[config.mk]
export PLATFORM = sky130hd
export DESIGN_NAME = gate_exerciser
export DESIGN_NICKNAME = d
export VERILOG_FILES = /design/src/rtl/gate_exerciser.sv
export SDC_FILE = /design/constraint.sdc
export NUM_CORES = 1
export LEC_CHECK = 0
export CAP_MARGIN = 10
export CORE_MARGIN = 2
export CORE_UTILIZATION = 55
export CTS_CLUSTER_SIZE = 20
export DETAILED_ROUTE_END_ITERATION = 6
export HOLD_SLACK_MARGIN = 0.02
export PLACE_DENSITY = 0.89
export SETUP_SLACK_MARGIN = 0.5
export SKIP_LAST_GASP = 1
export SLEW_MARGIN = 20
export SYNTH_ARGS = -nofsm -noshare
export SYNTH_HDL_FRONTEND = slang
export SYNTH_SLANG_ARGS = --single-unit
[constraint.sdc]
create_clock -name clk -period 3.5 [get_ports clk]
set_input_delay 0.525 -clock clk [delete_from_list [all_inputs] [get_ports clk]]
set_output_delay 0.525 -clock clk [all_outputs]
set_load 0.03 [all_outputs]
[src/rtl/gate_exerciser.sv]
// Sequences a 2-input gate through vectors 00,01,10,11, samples its output after a settle
// period and compares against an expected truth table; reports pass, mismatch count and failing vectors.
module gate_exerciser #(
   parameter int unsigned SETTLE_CYCLES = 4
) (
   input  logic       clk,
   input  logic       rst_n,
   input  logic       start,
   input  logic [3:0] expected_tt,
   output logic       a_out,
   output logic       b_out,
   input  logic       c_in,
   output logic       busy,
   output logic       done,
   output logic       pass,
   output logic [2:0] mismatch_cnt,
   output logic [3:0] fail_vec
);

   typedef enum logic [1:0] {IDLE, SETTLE, SAMPLE, DONE} state_t;

   localparam logic [3:0] CNT_LAST = 4'(SETTLE_CYCLES - 1);

   state_t     state_q;
   logic [1:0] idx_q;
   logic [3:0] cnt_q;
   logic [3:0] tt_q;
   logic       a_q, b_q, busy_q, done_q, pass_q;
   logic [2:0] mcnt_q;
   logic [3:0] fv_q;

   logic       mis_d;
   logic [2:0] mcnt_d;
   logic [1:0] idx_d;

   // c_in is combinational from a_out/b_out, which are stable for the whole vector
   assign mis_d  = (c_in != tt_q[idx_q]);
   assign mcnt_d = mcnt_q + {2'b00, mis_d};
   assign idx_d  = idx_q + 2'd1;

   always_ff @(posedge clk) begin
      if (!rst_n) begin
         state_q <= IDLE;
         idx_q   <= '0;
         cnt_q   <= '0;
         tt_q    <= '0;
         a_q     <= 1'b0;
         b_q     <= 1'b0;
         busy_q  <= 1'b0;
         done_q  <= 1'b0;
         pass_q  <= 1'b0;
         mcnt_q  <= '0;
         fv_q    <= '0;
      end else begin
         case (state_q)
            IDLE, DONE: begin
               if (start) begin
                  tt_q    <= expected_tt;
                  idx_q   <= '0;
                  cnt_q   <= '0;
                  mcnt_q  <= '0;
                  fv_q    <= '0;
                  done_q  <= 1'b0;
                  pass_q  <= 1'b0;
                  busy_q  <= 1'b1;
                  a_q     <= 1'b0;
                  b_q     <= 1'b0;
                  state_q <= SETTLE;
               end
            end
            SETTLE: begin
               if (cnt_q == CNT_LAST) state_q <= SAMPLE;
               else                   cnt_q   <= cnt_q + 4'd1;
            end
            SAMPLE: begin
               if (mis_d) fv_q[idx_q] <= 1'b1;
               mcnt_q <= mcnt_d;
               if (idx_q == 2'd3) begin
                  busy_q  <= 1'b0;
                  done_q  <= 1'b1;
                  pass_q  <= (mcnt_d == 3'd0);
                  a_q     <= 1'b0;
                  b_q     <= 1'b0;
                  state_q <= DONE;
               end else begin
                  idx_q   <= idx_d;
                  a_q     <= idx_d[1];
                  b_q     <= idx_d[0];
                  cnt_q   <= '0;
                  state_q <= SETTLE;
               end
            end
            default: state_q <= IDLE;
         endcase
      end
   end

   assign a_out        = a_q;
   assign b_out        = b_q;
   assign busy         = busy_q;
   assign done         = done_q;
   assign pass         = pass_q;
   assign mismatch_cnt = mcnt_q;
   assign fail_vec     = fv_q;

endmodule
==> impl_metrics.xml, run 1 <==
<?xml version="1.0" encoding="UTF-8"?>
<metrics>
  <group name="synth">
    <metric name="cells_taking_the_most_area_after_synthesis" unit="">dfxtp_1, ha_1, a21boi_0</metric>
    <metric name="synthesis.area" unit="um^2">1210</metric>
    <metric name="sequential_cell_area_fraction_in_the_yosys_report" unit="%">39.6</metric>
    <metric name="post-synth-top-count-cell" unit="">dfxtp_1</metric>
    <metric name="proportion_of_netlist_area_held_by_the_largest_area_contributor" unit="%">39.6</metric>
    <metric name="syn_area_per_cell" unit="um^2">9.06</metric>
    <metric name="synth-async-reset-ratio" unit="%">0</metric>
    <metric name="yosys_warnings" unit="">0</metric>
    <metric name="synth-edff-count" unit="">0</metric>
    <metric name="netlist-cell-type-count" unit="">34</metric>
    <metric name="synth_fp_nets" unit="">152</metric>
    <metric name="synth.largest_area_cell" unit="">dfxtp_1</metric>
    <metric name="predominant_post_synthesis_flop_cell" unit="">dfxtp_1</metric>
    <metric name="ranking_of_synthesized_cells_by_instance_count" unit="">dfxtp_1, nand2_1, a21boi_0, ha_1, nor2b_1</metric>
    <metric name="synth_cells" unit="">134</metric>
    <metric name="synth.ff_latch_count" unit="">24</metric>
  </group>
  <group name="timing">
    <metric name="setup-tns-final" unit="ns">0</metric>
    <metric name="worstMarginPinSlew" unit="ns">0.658</metric>
    <metric name="slew_headroom" unit="%">56.0</metric>
    <metric name="final.setup.worst_slack" unit="ns">1.38</metric>
    <metric name="timing.clock.skew" unit="ns">0.0105</metric>
    <metric name="final-hold-violation-count" unit="">0</metric>
    <metric name="setup_violations" unit="">0</metric>
    <metric name="slew_violations" unit="">0</metric>
    <metric name="fmax" unit="MHz">473</metric>
    <metric name="final_critical_period" unit="ns">2.12</metric>
    <metric name="setup_repair_after_global_routing_missed_its_margin" unit="">no</metric>
    <metric name="worst_hold_slack" unit="ns">0.489</metric>
    <metric name="fin_crit_sh" unit="%">60.4</metric>
  </group>
  <group name="critical_path">
    <metric name="reg2reg_to" unit="">mismatch_cnt[2]</metric>
    <metric name="timing.critical_path.mode_cell" unit="">ha_1</metric>
    <metric name="worst_r2r_path_depth" unit="">7</metric>
    <metric name="end_kind" unit="">flop</metric>
    <metric name="critical_path_required" unit="ns">3.75</metric>
    <metric name="startpoint" unit="">idx_q[1]</metric>
    <metric name="timing.setup.critical_path_class" unit="">flop to flop</metric>
    <metric name="crit_path_top_delay_cell" unit="">mux4_2</metric>
    <metric name="worst_path_dominant_cell_family" unit="">multiplexers</metric>
    <metric name="critical_path_buf_inv_count" unit="">0</metric>
    <metric name="crit_cells" unit="">7</metric>
    <metric name="crit_end" unit="">mismatch_cnt[2]</metric>
    <metric name="path_cells" unit="">mux4_2 &gt; xor2_1 &gt; ha_1 &gt; ha_1 &gt; nor3b_1 &gt; o21ai_0 &gt; a21boi_0</metric>
    <metric name="setup.reg_to_reg.worst_slack" unit="ns">1.38</metric>
    <metric name="max_stage_delay" unit="ns">0.55</metric>
    <metric name="critPathMaxFanout" unit="">5</metric>
    <metric name="reg2reg_from" unit="">idx_q[1]</metric>
    <metric name="arrival" unit="ns">2.37</metric>
    <metric name="worst_setup_path_start_kind" unit="">flop</metric>
  </group>
  <group name="place">
    <metric name="port_buffers" unit="">19</metric>
    <metric name="total_half_perimeter_wirelength_after_legalization_and_detailed_placement" unit="mm">1.72</metric>
    <metric name="routabilityCongestion" unit="">0.788</metric>
    <metric name="detailed_place.area" unit="um^2">1410</metric>
    <metric name="detailedPlace.worstSlack" unit="ns">1.31</metric>
  </group>
  <group name="pwr">
    <metric name="power.sequential.fraction" unit="%">45.5</metric>
    <metric name="power.density" unit="nW/um^2">456</metric>
    <metric name="power.share.clock" unit="%">30.2</metric>
    <metric name="p_int" unit="uW">468</metric>
    <metric name="p_comb_share" unit="%">24.3</metric>
    <metric name="power.net_switching" unit="uW">200</metric>
    <metric name="vdd_ir_drop_max" unit="mV">0.274</metric>
    <metric name="p_leak" unit="nW">0.546</metric>
    <metric name="sw_frac_of_total" unit="%">29.9</metric>
  </group>
  <group name="final_layout">
    <metric name="layout-drive-gt1-share" unit="%">4.64</metric>
    <metric name="final_net_count" unit="">170</metric>
    <metric name="flow.area_growth_from_synthesis" unit="%">20.8</metric>
    <metric name="fillerInstances" unit="">180</metric>
    <metric name="antennaDiodeCount" unit="">0</metric>
    <metric name="fin_area" unit="um^2">1470</metric>
    <metric name="postLayoutCoreUtil" unit="%">68.3</metric>
  </group>
  <group name="die">
    <metric name="total_core_area" unit="um^2">2150</metric>
    <metric name="chipHeight" unit="um">51.0</metric>
    <metric name="initial_utilization" unit="%">56.5</metric>
    <metric name="core.rowCount" unit="">17</metric>
    <metric name="dieWidth" unit="um">51.0</metric>
    <metric name="ioPinCount" unit="">20</metric>
    <metric name="die_area" unit="um^2">2600</metric>
  </group>
  <group name="global_routing">
    <metric name="number_of_global_route_vias_before_repair" unit="">981</metric>
    <metric name="grt_usage" unit="%">20.4</metric>
    <metric name="congestion_overflow_gr" unit="">0</metric>
    <metric name="grt_antenna_before_repair" unit="">0</metric>
    <metric name="grt_start_max_net_pins" unit="">23</metric>
    <metric name="grt_pass1_wl" unit="mm">4.07</metric>
  </group>
  <group name="clocking">
    <metric name="cts_resized" unit="">0</metric>
    <metric name="number_of_post_cts_setup_repair_buffers" unit="">0</metric>
    <metric name="htree_levels" unit="">1</metric>
    <metric name="cts_buffers" unit="">3</metric>
    <metric name="clk_path_buf_depth" unit="">2</metric>
    <metric name="cts.root.buffer_cell" unit="">clkbuf_4</metric>
    <metric name="clk_pin_slew_worst_paths" unit="ns">0.14</metric>
    <metric name="cts-hold-fix-buffers" unit="">0</metric>
    <metric name="source_to_sink_clock_delay_at_the_later_pin_of_the_worst_skew_pair" unit="ns">0.32</metric>
    <metric name="cts_tree" unit="">yes</metric>
    <metric name="tritoncts_num_sinks" unit="">24</metric>
  </group>
  <group name="routing">
    <metric name="routedWlPerCell" unit="um">13.5</metric>
    <metric name="drt_first_iter_violations" unit="">15</metric>
    <metric name="drt-vias-per-instance" unit="">5.60</metric>
    <metric name="routed_wirelength" unit="mm">2.41</metric>
    <metric name="detailedRoute.firstPassIterationCount" unit="">4</metric>
    <metric name="route.vias.total" unit="">1003</metric>
    <metric name="drc" unit="">0</metric>
    <metric name="postRouteAntennaNets" unit="">0</metric>
  </group>
  <group name="status">
    <metric name="outcome" unit="">finished, final reports clean</metric>
  </group>
  <group name="run">
    <metric name="max_cap_viol_count" unit="">0</metric>
  </group>
  <group name="worst_hold_path">
    <metric name="hold_class" unit="">flop to flop</metric>
  </group>
</metrics>
worst min-delay path by stage:
stage                       start      end  slack, ns  cells past startpoint
final                     tt_q[3]  tt_q[3]       0.49                      2
after global routing      tt_q[3]  tt_q[3]       0.50                      2
after CTS                 tt_q[2]  tt_q[2]       0.48                      2
after detailed placement  tt_q[3]  tt_q[3]       0.47                      2
after global placement    tt_q[2]  tt_q[2]       0.45                      2
after floorplan           tt_q[1]  tt_q[1]       0.44                      2
layer usage:
metal	vias up	part of all wire [%]	global-route usage [%]
li1	510	-	-
met1	473	45	24.6
met2	15	51	36.8
met3	5	2.6	2.63
met4	0	1.3	7.66
met5	-	0	0
metrics by stage:
stage                     total power [mW]  cells
after floorplan                      0.428    134
after global placement               0.463    175
after detailed placement             0.470    175
after CTS                            0.671    179
after global routing                 0.698    179
final                                0.668    179
cells in the final DEF (no fill, tap or decap), types with 2 or more instances in the layout:
cell	count
a21boi_0	10
a21oi_1	6
a22o_1	4
a22oi_1	5
and2_1	3
clkbuf_4	3
clkdlybuf4s50_1	19
dfxtp_1	24
ha_1	10
inv_1	5
nand2_1	13
nand3_1	5
nand3b_1	2
nor2_1	6
nor2b_1	10
nor3b_1	2
o21a_1	2
o21ai_0	5
layout make-up:
type | count | area [um^2] | share of cell area, %
sequential | 24 | 480 | 32.8
timing repair buffer | 19 | 190 | 13.0
tap | 28 | 35.0 | 2.39
clock buffer | 3 | 22.5 | 1.54
multi-input combinational | 99 | 689 | 47.0
clock inverter | 1 | 30.0 | 2.05
inverter | 5 | 18.8 | 1.28
power groups by stage:
stage | Combinational (mW) | Clock, mW | Sequential (mW)
finish | 0.162 | 0.202 | 0.304
global route | 0.184 | 0.209 | 0.306
CTS | 0.163 | 0.204 | 0.304
detailed placement | 0.160 | 0 | 0.310
global placement | 0.155 | 0 | 0.308
floorplan | 0.115 | 0 | 0.314
worst reg2reg max path, stage by stage (launching register included):
cell      delay, ns
dfxtp_1        0.45
mux4_2         0.55
xor2_1         0.20
ha_1           0.18
ha_1           0.20
nor3b_1        0.20
o21ai_0        0.09
a21boi_0       0.16
flip-flops by register name, summed over array words and instances (netlist names), 2 cells and up:
register,count
cnt_q,4
fail_vec,4
state_q,2
tt_q,4
idx_q,2
mismatch_cnt,3
cell families after synthesis:
| family | Yosys count | synth area share (%) |
|---|---|---|
| AOI/OAI and AO/OA | 38 | 21.8 |
| DFF | 24 | 39.6 |
| xor gates and xnor gates | 2 | 1.44 |
| buffers and inverters | 11 | 3.61 |
| and+or+nand+nor | 48 | 21.4 |
| adders and majority gates | 10 | 10.3 |
| muxes | 1 | 1.86 |
No activity file was read; power rests on OpenSTA's default activity.
==> run 2: changes to the inputs <==
--- a/config.mk
+++ b/config.mk
@@ -7,11 +7,11 @@
 export LEC_CHECK = 0
 export CAP_MARGIN = 10
 export CORE_MARGIN = 2
-export CORE_UTILIZATION = 55
+export CORE_UTILIZATION = 51
 export CTS_CLUSTER_SIZE = 20
 export DETAILED_ROUTE_END_ITERATION = 6
 export HOLD_SLACK_MARGIN = 0.02
-export PLACE_DENSITY = 0.89
+export PLACE_DENSITY = 0.84
 export SETUP_SLACK_MARGIN = 0.5
 export SKIP_LAST_GASP = 1
 export SLEW_MARGIN = 20
==> constraint.sdc (replaced) <==
create_clock -name clk -period 2.15 [get_ports clk]
set_input_delay 0.3225 -clock clk [delete_from_list [all_inputs] [get_ports clk]]
set_output_delay 0.3225 -clock clk [all_outputs]
set_load 0.03 [all_outputs]
==> run 2 against run 1 <==
  * Power up 51%
  * Via count up 3.2%
  * Routed wire length up 4.9%
  * Sequential power up 63%
  * Maximum frequency up 12%
  * Worst setup slack worse by 1.1 ns
  * Critical path type unchanged
  * Critical endpoint is now pass
  * Largest power group unchanged
==> impl_metrics.xml, run 2 (synthesized netlist as in run 1, its figures left out) <==
<?xml version="1.0" encoding="UTF-8"?>
<metrics>
  <group name="pwr">
    <metric name="p_comb_share" unit="%">31.8</metric>
    <metric name="power.share.clock" unit="%">19.1</metric>
    <metric name="p_leak" unit="nW">0.625</metric>
    <metric name="sw_frac_of_total" unit="%">33.1</metric>
    <metric name="vdd_ir_drop_max" unit="mV">0.753</metric>
    <metric name="power.density" unit="nW/um^2">660</metric>
    <metric name="power.net_switching" unit="uW">335</metric>
    <metric name="power.sequential.fraction" unit="%">49.1</metric>
    <metric name="p_int" unit="uW">677</metric>
  </group>
  <group name="critical_path">
    <metric name="critical_path_required" unit="ns">2.40</metric>
    <metric name="end_kind" unit="">flop</metric>
    <metric name="timing.setup.critical_path_class" unit="">flop to flop</metric>
    <metric name="worst_setup_path_start_kind" unit="">flop</metric>
    <metric name="critPathMaxFanout" unit="">2</metric>
    <metric name="worst_r2r_path_depth" unit="">7</metric>
    <metric name="arrival" unit="ns">2.14</metric>
  </group>
  <group name="die">
    <metric name="ioPinCount" unit="">20</metric>
    <metric name="initial_utilization" unit="%">54.3</metric>
    <metric name="chipHeight" unit="um">52.8</metric>
    <metric name="die_area" unit="um^2">2790</metric>
    <metric name="total_core_area" unit="um^2">2230</metric>
    <metric name="core.rowCount" unit="">17</metric>
    <metric name="dieWidth" unit="um">52.8</metric>
  </group>
  <group name="routing">
    <metric name="met2_length" unit="mm">1.30</metric>
    <metric name="detailedRoute.firstPassIterationCount" unit="">4</metric>
    <metric name="dr_wl_met3" unit="um">87</metric>
    <metric name="wire_length_on_met1" unit="mm">1.12</metric>
    <metric name="drt-vias-per-instance" unit="">5.63</metric>
    <metric name="routed_wirelength" unit="mm">2.53</metric>
    <metric name="postRouteAntennaNets" unit="">0</metric>
    <metric name="routedWlPerCell" unit="um">13.8</metric>
    <metric name="route.vias.total" unit="">1035</metric>
    <metric name="route.top_layer_used" unit="">met4</metric>
    <metric name="drt_first_iter_violations" unit="">18</metric>
    <metric name="drc" unit="">0</metric>
  </group>
  <group name="clocking">
    <metric name="cts_tree" unit="">yes</metric>
    <metric name="cts.root.buffer_cell" unit="">clkbuf_4</metric>
    <metric name="cts_buffers" unit="">3</metric>
    <metric name="tritoncts_num_sinks" unit="">24</metric>
    <metric name="cts-hold-fix-buffers" unit="">0</metric>
    <metric name="htree_levels" unit="">1</metric>
    <metric name="clk_pin_slew_worst_paths" unit="ns">0.12</metric>
    <metric name="clk_path_buf_depth" unit="">2</metric>
    <metric name="source_to_sink_clock_delay_at_the_later_pin_of_the_worst_skew_pair" unit="ns">0.31</metric>
  </group>
  <group name="global_routing">
    <metric name="grt_pass1_wl" unit="mm">4.49</metric>
    <metric name="grt_usage" unit="%">21.8</metric>
    <metric name="grt_start_max_net_pins" unit="">15</metric>
    <metric name="congestion_overflow_gr" unit="">0</metric>
    <metric name="number_of_global_route_vias_before_repair" unit="">1030</metric>
    <metric name="grt_antenna_before_repair" unit="">0</metric>
  </group>
  <group name="status">
    <metric name="outcome" unit="">finished, final reports clean</metric>
  </group>
  <group name="place">
    <metric name="port_buffers" unit="">19</metric>
    <metric name="detailed_place.area" unit="um^2">1470</metric>
    <metric name="numPlacedInstances" unit="">180</metric>
    <metric name="routabilityCongestion" unit="">0.802</metric>
    <metric name="total_half_perimeter_wirelength_after_legalization_and_detailed_placement" unit="mm">1.84</metric>
  </group>
  <group name="timing">
    <metric name="final-hold-violation-count" unit="">0</metric>
    <metric name="fin_crit_sh" unit="%">87.8</metric>
    <metric name="setup_violations" unit="">0</metric>
    <metric name="timing.clock.skew" unit="ns">0.00374</metric>
    <metric name="slew_violations" unit="">0</metric>
    <metric name="setup_repair_after_global_routing_missed_its_margin" unit="">yes</metric>
    <metric name="setup-tns-final" unit="ns">0</metric>
    <metric name="final_critical_period" unit="ns">1.89</metric>
    <metric name="slew_headroom" unit="%">79.5</metric>
    <metric name="fmax" unit="MHz">530</metric>
    <metric name="worstMarginPinSlew" unit="ns">0.309</metric>
  </group>
  <group name="final_layout">
    <metric name="flow.area_growth_from_synthesis" unit="%">26.3</metric>
    <metric name="combined_area_of_the_multi_input_logic_cells" unit="um^2">748</metric>
    <metric name="layout.cells.most_common_list" unit="">dfxtp_1, nand2_1, dlygate4sd2_1</metric>
    <metric name="fin_area" unit="um^2">1530</metric>
    <metric name="regArea" unit="um^2">488</metric>
    <metric name="layout.cells.most_common" unit="">dfxtp_1</metric>
    <metric name="final_net_count" unit="">176</metric>
    <metric name="final_cells" unit="">184</metric>
    <metric name="fillerInstances" unit="">189</metric>
    <metric name="antennaDiodeCount" unit="">0</metric>
    <metric name="layout-drive-gt1-share" unit="%">17.3</metric>
  </group>
  <group name="worst_hold_path">
    <metric name="hold_class" unit="">flop to flop</metric>
    <metric name="count_of_cells_along_the_worst_hold_path" unit="">2</metric>
  </group>
  <group name="run">
    <metric name="max_cap_viol_count" unit="">0</metric>
  </group>
</metrics>
==> run 2: per-stage QoR <==
step                      hold WS (ns)  util, %  setup WS, ns  power [mW]
after detailed placement         0.460     65.9         0.172       0.789
after global routing             0.509     68.6         0.161        1.09
after global placement           0.456     65.9         0.284       0.777
after floorplan                  0.440        -         0.329       0.700
after CTS                        0.478     67.8         0.265        1.00
final                            0.475     68.6         0.263        1.01
==> run 2: layout make-up <==
class / instances / share of cell area (%)
Tap cell: 28 / 2.29
Clock buffer: 3 / 1.47
Inverter: 5 / 1.22
Timing Repair Buffer: 25 / 14.4
Multi-Input combinational cell: 99 / 48.8
Sequential cell: 24 / 31.8
==> run 2: power by group through the flow <==
stage          clock network, mW  logic [mW]  registers, mW
2_1_floorplan                  0       0.189          0.511
3_3_place_gp                   0       0.273          0.503
3_5_place_dp                   0       0.284          0.505
4_1_cts                    0.203       0.302          0.496
5_1_grt                    0.219       0.364          0.502
6_report                   0.193       0.322          0.497
==> run 2: what timing repair did <==
| item | CTS | global route |
|---|---|---|
| endpoints found under the setup margin | 26 | 16 |
| hold endpoints to repair | 0 | 0 |
| resized for setup | 18 | 9 |
| pin swaps | 4 | 1 |
| setup buffers | 1 | 0 |
==> run 2: critical path, cell delays in order (launching register included) <==
cell and delay (ns):
dfxtp_4 0.37, mux4_2 0.53, xor2_2 0.19, ha_2 0.22, ha_4 0.20, nor2_1 0.08
nand4_1 0.10, a21boi_1 0.14
==> run 2: path summary, 6_finish.rpt <==
check / start / end / slack (ns)
min reg2reg: tt_q[0] / tt_q[0] / 0.48
min: tt_q[0] / tt_q[0] / 0.48
max reg2reg: idx_q[1] / pass / 0.26
max: idx_q[1] / pass / 0.26
==> run 2: routing by layer <==
metal / vias up / track usage, %
li1: 517 / -
met1: 498 / 27.3
met2: 15 / 36.7
met3: 5 / 6.00
met4: 0 / 5.98
met5: - / 0
